===== src/rtl/cpu_run_ctrl.sv =====
// rtl/cpu_run_ctrl.sv - run controller for cpu3: drives its reset, watches halt/exception, times each run.
// Optional err_count output is enabled by defining CPU_RUN_CTRL_ERRCNT_EN.
module cpu_run_ctrl #(
   parameter int unsigned RST_CYCLES = 4,
   parameter int unsigned TIMEOUT_W  = 16,
   parameter int unsigned CYC_W      = 32
) (
   input  logic                 clk,
   input  logic                 rst,
   input  logic                 start,
   input  logic [TIMEOUT_W-1:0] timeout_limit,
   input  logic                 cpu_halt,
   input  logic                 cpu_exception,
   output logic                 cpu_rst_,
   output logic                 busy,
   output logic                 done,
   output logic [1:0]           status,
   output logic [CYC_W-1:0]     cycle_count
`ifdef CPU_RUN_CTRL_ERRCNT_EN
   ,
   output logic [7:0]           err_count
`endif
);

   typedef enum logic [1:0] {
      ST_IDLE  = 2'd0,
      ST_RESET = 2'd1,
      ST_RUN   = 2'd2,
      ST_DONE  = 2'd3
   } state_t;

   localparam logic [1:0] STAT_NONE  = 2'b00;
   localparam logic [1:0] STAT_HALT  = 2'b01;
   localparam logic [1:0] STAT_EXC   = 2'b10;
   localparam logic [1:0] STAT_TMOUT = 2'b11;

   localparam logic [7:0]       RST_LAST = 8'(RST_CYCLES - 1);
   localparam logic [CYC_W-1:0] CYC_MAX  = '1;

   state_t               state_q, state_d;
   logic [7:0]           rst_cnt_q, rst_cnt_d;
   logic [TIMEOUT_W-1:0] limit_q, limit_d;
   logic [1:0]           status_q, status_d;
   logic [CYC_W-1:0]     cycle_q, cycle_d;
   logic                 cpu_rst_q, busy_q, done_q;

   always_comb begin
      state_d   = state_q;
      rst_cnt_d = rst_cnt_q;
      limit_d   = limit_q;
      status_d  = status_q;
      cycle_d   = cycle_q;
      case (state_q)
         ST_IDLE: begin
            if (start) begin
               state_d   = ST_RESET;
               limit_d   = timeout_limit;
               status_d  = STAT_NONE;
               cycle_d   = '0;
               rst_cnt_d = '0;
            end
         end
         ST_RESET: begin
            if (rst_cnt_q == RST_LAST) begin
               state_d   = ST_RUN;
               rst_cnt_d = '0;
            end else begin
               rst_cnt_d = rst_cnt_q + 8'd1;
            end
         end
         ST_RUN: begin
            // Exception outranks halt, and halt outranks timeout on the limit cycle.
            if (cpu_exception) begin
               state_d  = ST_DONE;
               status_d = STAT_EXC;
            end else if (cpu_halt) begin
               state_d  = ST_DONE;
               status_d = STAT_HALT;
            end else if ((limit_q != '0) && (cycle_q == CYC_W'(limit_q))) begin
               state_d  = ST_DONE;
               status_d = STAT_TMOUT;
            end else if (cycle_q != CYC_MAX) begin
               cycle_d = cycle_q + 1'b1;
            end
         end
         ST_DONE: begin
            state_d = ST_IDLE;
         end
         default: begin
            state_d = ST_IDLE;
         end
      endcase
   end

   // Outputs are registered from the next state so they line up with state_q.
   always_ff @(posedge clk or posedge rst) begin
      if (rst) begin
         state_q   <= ST_IDLE;
         rst_cnt_q <= '0;
         limit_q   <= '0;
         status_q  <= STAT_NONE;
         cycle_q   <= '0;
         cpu_rst_q <= 1'b0;
         busy_q    <= 1'b0;
         done_q    <= 1'b0;
      end else begin
         state_q   <= state_d;
         rst_cnt_q <= rst_cnt_d;
         limit_q   <= limit_d;
         status_q  <= status_d;
         cycle_q   <= cycle_d;
         cpu_rst_q <= (state_d == ST_RUN);
         busy_q    <= (state_d == ST_RESET) || (state_d == ST_RUN);
         done_q    <= (state_d == ST_DONE);
      end
   end

   assign cpu_rst_    = cpu_rst_q;
   assign busy        = busy_q;
   assign done        = done_q;
   assign status      = status_q;
   assign cycle_count = cycle_q;

`ifdef CPU_RUN_CTRL_ERRCNT_EN
   logic [7:0] err_q, err_d;

   always_comb begin
      err_d = err_q;
      if ((state_q == ST_DONE) && status_q[1] && (err_q != 8'hFF)) begin
         err_d = err_q + 8'd1;
      end
   end

   always_ff @(posedge clk or posedge rst) begin
      if (rst) begin
         err_q <= '0;
      end else begin
         err_q <= err_d;
      end
   end

   assign err_count = err_q;
`endif

endmodule


===== config.mk =====
export PLATFORM = sky130hd
export DESIGN_NAME = cpu_run_ctrl
export DESIGN_NICKNAME = d
export VERILOG_FILES = /design/src/rtl/cpu_run_ctrl.sv
export SDC_FILE = /design/constraint.sdc
export NUM_CORES = 1
export LEC_CHECK = 0
export ABC_AREA = 1
export CAP_MARGIN = 25
export CORE_ASPECT_RATIO = 0.9
export CORE_MARGIN = 3
export CORE_UTILIZATION = 38
export CTS_CLUSTER_SIZE = 28
export DETAILED_ROUTE_END_ITERATION = 12
export PLACE_DENSITY_LB_ADDON = 0.08
export SYNTH_ARGS = -nofsm -noshare
export SYNTH_HDL_FRONTEND = slang
export SYNTH_SLANG_ARGS = --single-unit

===== constraint.sdc =====
create_clock -name clk -period 2.1 [get_ports clk]
set_clock_uncertainty 0.05 [all_clocks]
set_input_delay 0.21 -clock clk [delete_from_list [all_inputs] [get_ports clk]]
set_output_delay 0.21 -clock clk [all_outputs]
set_load 0.005 [all_outputs]

==> results.json <==
{
  "synth_area_per_cell_um2": 6.639,
  "htreeDepth": 3,
  "drt-pass1-iter-count": 4,
  "clk_latency_ns": 0.33,
  "grt_overflow_total": 0,
  "place_ws_ns": 0.06430,
  "cp.buffers_inverters": 2,
  "yosys.area.top_type": "dfrtp_1",
  "antenna_found_initial": 0,
  "dr_wl_met2_um": 5314,
  "dr_wl_met3_um": 726,
  "setup_viol": 0,
  "ys_ff_latch": 63,
  "reg2reg_depth": 9,
  "wl_met1_um": 5986,
  "synthFlopType": "dfrtp_1",
  "maxSlewHeadroom": 0.7300,
  "cp_common_cell": "nand2_1",
  "worstReg2RegStart": "cycle_count[9]$_DFFE_PP0P_",
  "clockRootBuffer": "clkbuf_16",
  "tightest_slew_ns": 0.4018,
  "grt_max_degree": 64,
  "globalplace.congestion": 0.9634,
  "core_area_mm2": 0.01038,
  "crit_path_top_delay_cell": "dfrtp_1",
  "cts_tree": "yes",
  "crit_arrival_ns": 2.11,
  "fp.dieArea_mm2": 0.01206,
  "ys_top_cells_by_area": "dfrtp_1 (38%), nand2_1 (20%), nor2_1 (9.3%)",
  "r2r_setup_slack_ns": 0.16,
  "path_cells": "inv_1, buf_4, nor3_1, nand2_1, nor2_1, xor2_1, nor2_1, nand2_1, nand2_1",
  "die_y_um": 104.5,
  "netlist_area_mm2": 0.004096,
  "crit_fanout": 5,
  "syn2layout_area_growth_pct": 32.50,
  "synth_nets": 642,
  "slew_violations": 0,
  "outcome": "finished, final reports clean",
  "cts_buffers": 9,
  "initial_core_util": 0.3947,
  "io_pins": 58,
  "min_path_type": "in2async",
  "rsz0062_at_grt": "false",
  "antenna_cells": 0,
  "total_power_mw": 4.830,
  "path_delay_family": "simple AND/OR/NAND/NOR gates",
  "endpoint": "cycle_count[14]$_DFFE_PP0P_",
  "whs_ns": 0.2194,
  "syn_inst": 617,
  "pwr_density_cell_mw_per_mm2": 889.9,
  "ir_drop_mv": 0.5193,
  "drive_above_1_share": 0.1138,
  "place_hpwl_um": 9138,
  "cts.sinks": 63,
  "post_cts_buffers": 0,
  "drv_cap": 0,
  "routedWlPerCell_um": 14.60,
  "async_flop_share": 1.000,
  "leakage_nw": 2.546,
  "cts.clk_slew.worst_paths_ns": 0.06,
  "nets": 732,
  "end_kind": "register",
  "num_rows": 35,
  "grt_pass1_vias": 4002,
  "drtIter0Drc": 240,
  "die_w_um": 115.4,
  "synth_most_common_cell": "nand2_1",
  "synth_cell_types": 30,
  "routed_wl_um": 12280,
  "setup_tns_ns": 0,
  "finalCritPeriodShare": 0.9247,
  "r2r_end": "cycle_count[14]$_DFFE_PP0P_",
  "required_ns": 2.27,
  "drc": 0,
  "cpPeakStageDelay_ns": 0.44,
  "grt_usage": 0.2103,
  "synth_edf_count": 0,
  "path_depth": 9,
  "period_needed_ns": 1.942,
  "final-hold-violation-count": 0,
  "fmax_ghz": 0.5150,
  "avgViaCountPerCell": 4.879,
  "ys_warn_count": 0,
  "cp-start-kind": "register",
  "yosysSeqAreaShare": 0.3849,
  "clk_path_buf_depth": 2,
  "crit_type": "reg2reg",
  "top_layer_used": "met4",
  "vias": 4103,
  "port_buffers": 57,
  "synthTopCellsByCount": "nand2_1 (220), nor2_1 (102), inv_1 (64), dfrtp_1 (63), nand3_1 (50)",
  "fin_ws_ns": 0.1582,
  "grt_pass1_wl_um": 20120,
  "synth_top_cell_area_share": 0.3849,
  "crit_start": "cycle_count[9]$_DFFE_PP0P_",
  "antenna_left": 0
}
## state kept, by name, summed over array words and instances, names as in the netlist
name and cells:
cpu_rst_ 1, busy 1, done 1, rst_cnt_q 8, limit_q 16, cycle_count 32
status 2, state_q 2
## routing by layer
| metal | track usage | vias up |
|---|---|---|
| li1 | - | 2092 |
| met1 | 0.3060 | 1872 |
| met2 | 0.3079 | 121 |
| met3 | 0.05061 | 18 |
| met4 | 0.06287 | 0 |
| met5 | 0 | - |
## cell type report
type,count,area (um2)
Clock inverter,5,80.08
Inverter,70,262.8
Sequential cell,63,1580
Multi-Input combinational cell,466,2182
Fill cell,1082,4951
Clock buffer,11,252.7
Tap cell,129,161.4
Timing Repair Buffer,97,908.4
## cell usage in the layout (no fill, tap or decap), drive strengths merged, types with 2 or more instances in the layout
| master | count |
|---|---|
| o22ai | 3 |
| a21oi | 2 |
| xnor2 | 6 |
| ha | 4 |
| clkinvlp | 2 |
| clkdlybuf4s50 | 57 |
| o21ai | 20 |
| nor2 | 105 |
| xor2 | 21 |
| clkinv | 2 |
| nor3 | 17 |
| clkbuf | 11 |
| nand2 | 224 |
| nand4 | 7 |
| nand3 | 52 |
| dfrtp | 63 |
| a21o | 2 |
| inv | 69 |
| bufinv | 2 |
| buf | 40 |
## where the power goes
| part | internal [mW] | leakage, nW | switching, mW |
|---|---|---|---|
| sequential | 1.49 | 0.835 | 0.225 |
| combinational | 0.560 | 1.55 | 0.892 |
| clock | 1.10 | 0.158 | 0.561 |
| total | 3.15 | 2.55 | 1.68 |
## cells by family after synthesis
group,count (synthesis),share of synthesized area
buf+inv,88,0.09316
simple gates,405,0.4111
xor+xnor,27,0.05773
fa+ha+maj,4,0.01222
flops,63,0.3848
compound gates,30,0.04093
## tightest hold or removal path, delay by kind of cell
| kind | cells | cell delay (ns) |
|---|---|---|
| buf+inv | 3 | 0.79 |
## worst min-delay path by stage
stage / slack (ns) / end / from
6_report: 0.22 / cycle_count[12]$_DFFE_PP0P_ / rst
5_1_grt: 0.27 / cycle_count[12]$_DFFE_PP0P_ / rst
4_1_cts: 0.24 / cycle_count[13]$_DFFE_PP0P_ / rst
3_5_place_dp: 0.46 / status[1]$_DFFE_PP0P_ / status[1]$_DFFE_PP0P_
3_3_place_gp: 0.46 / rst_cnt_q[0]$_DFFE_PP0P_ / rst_cnt_q[0]$_DFFE_PP0P_
2_1_floorplan: 0.28 / limit_q[0]$_DFFE_PP0P_ / timeout_limit[0]
## per-stage QoR
step | std cells | utilization | instance area (um2)
6_report | 841 | 0.5230 | 5428
5_1_grt | 841 | 0.5230 | 5428
4_1_cts | 841 | 0.5184 | 5380
3_5_place_dp | 825 | 0.4863 | 5047
3_3_place_gp | 825 | 0.4863 | 5047
2_1_floorplan | 617 | - | 4096
## timing repair
action / 4_1_cts / 5_1_grt
hold buffers: 0 / 0
resized for setup: 0 / 11
endpoints found under the setup margin: 0 / 32
No activity file was read; power rests on OpenSTA's default activity.
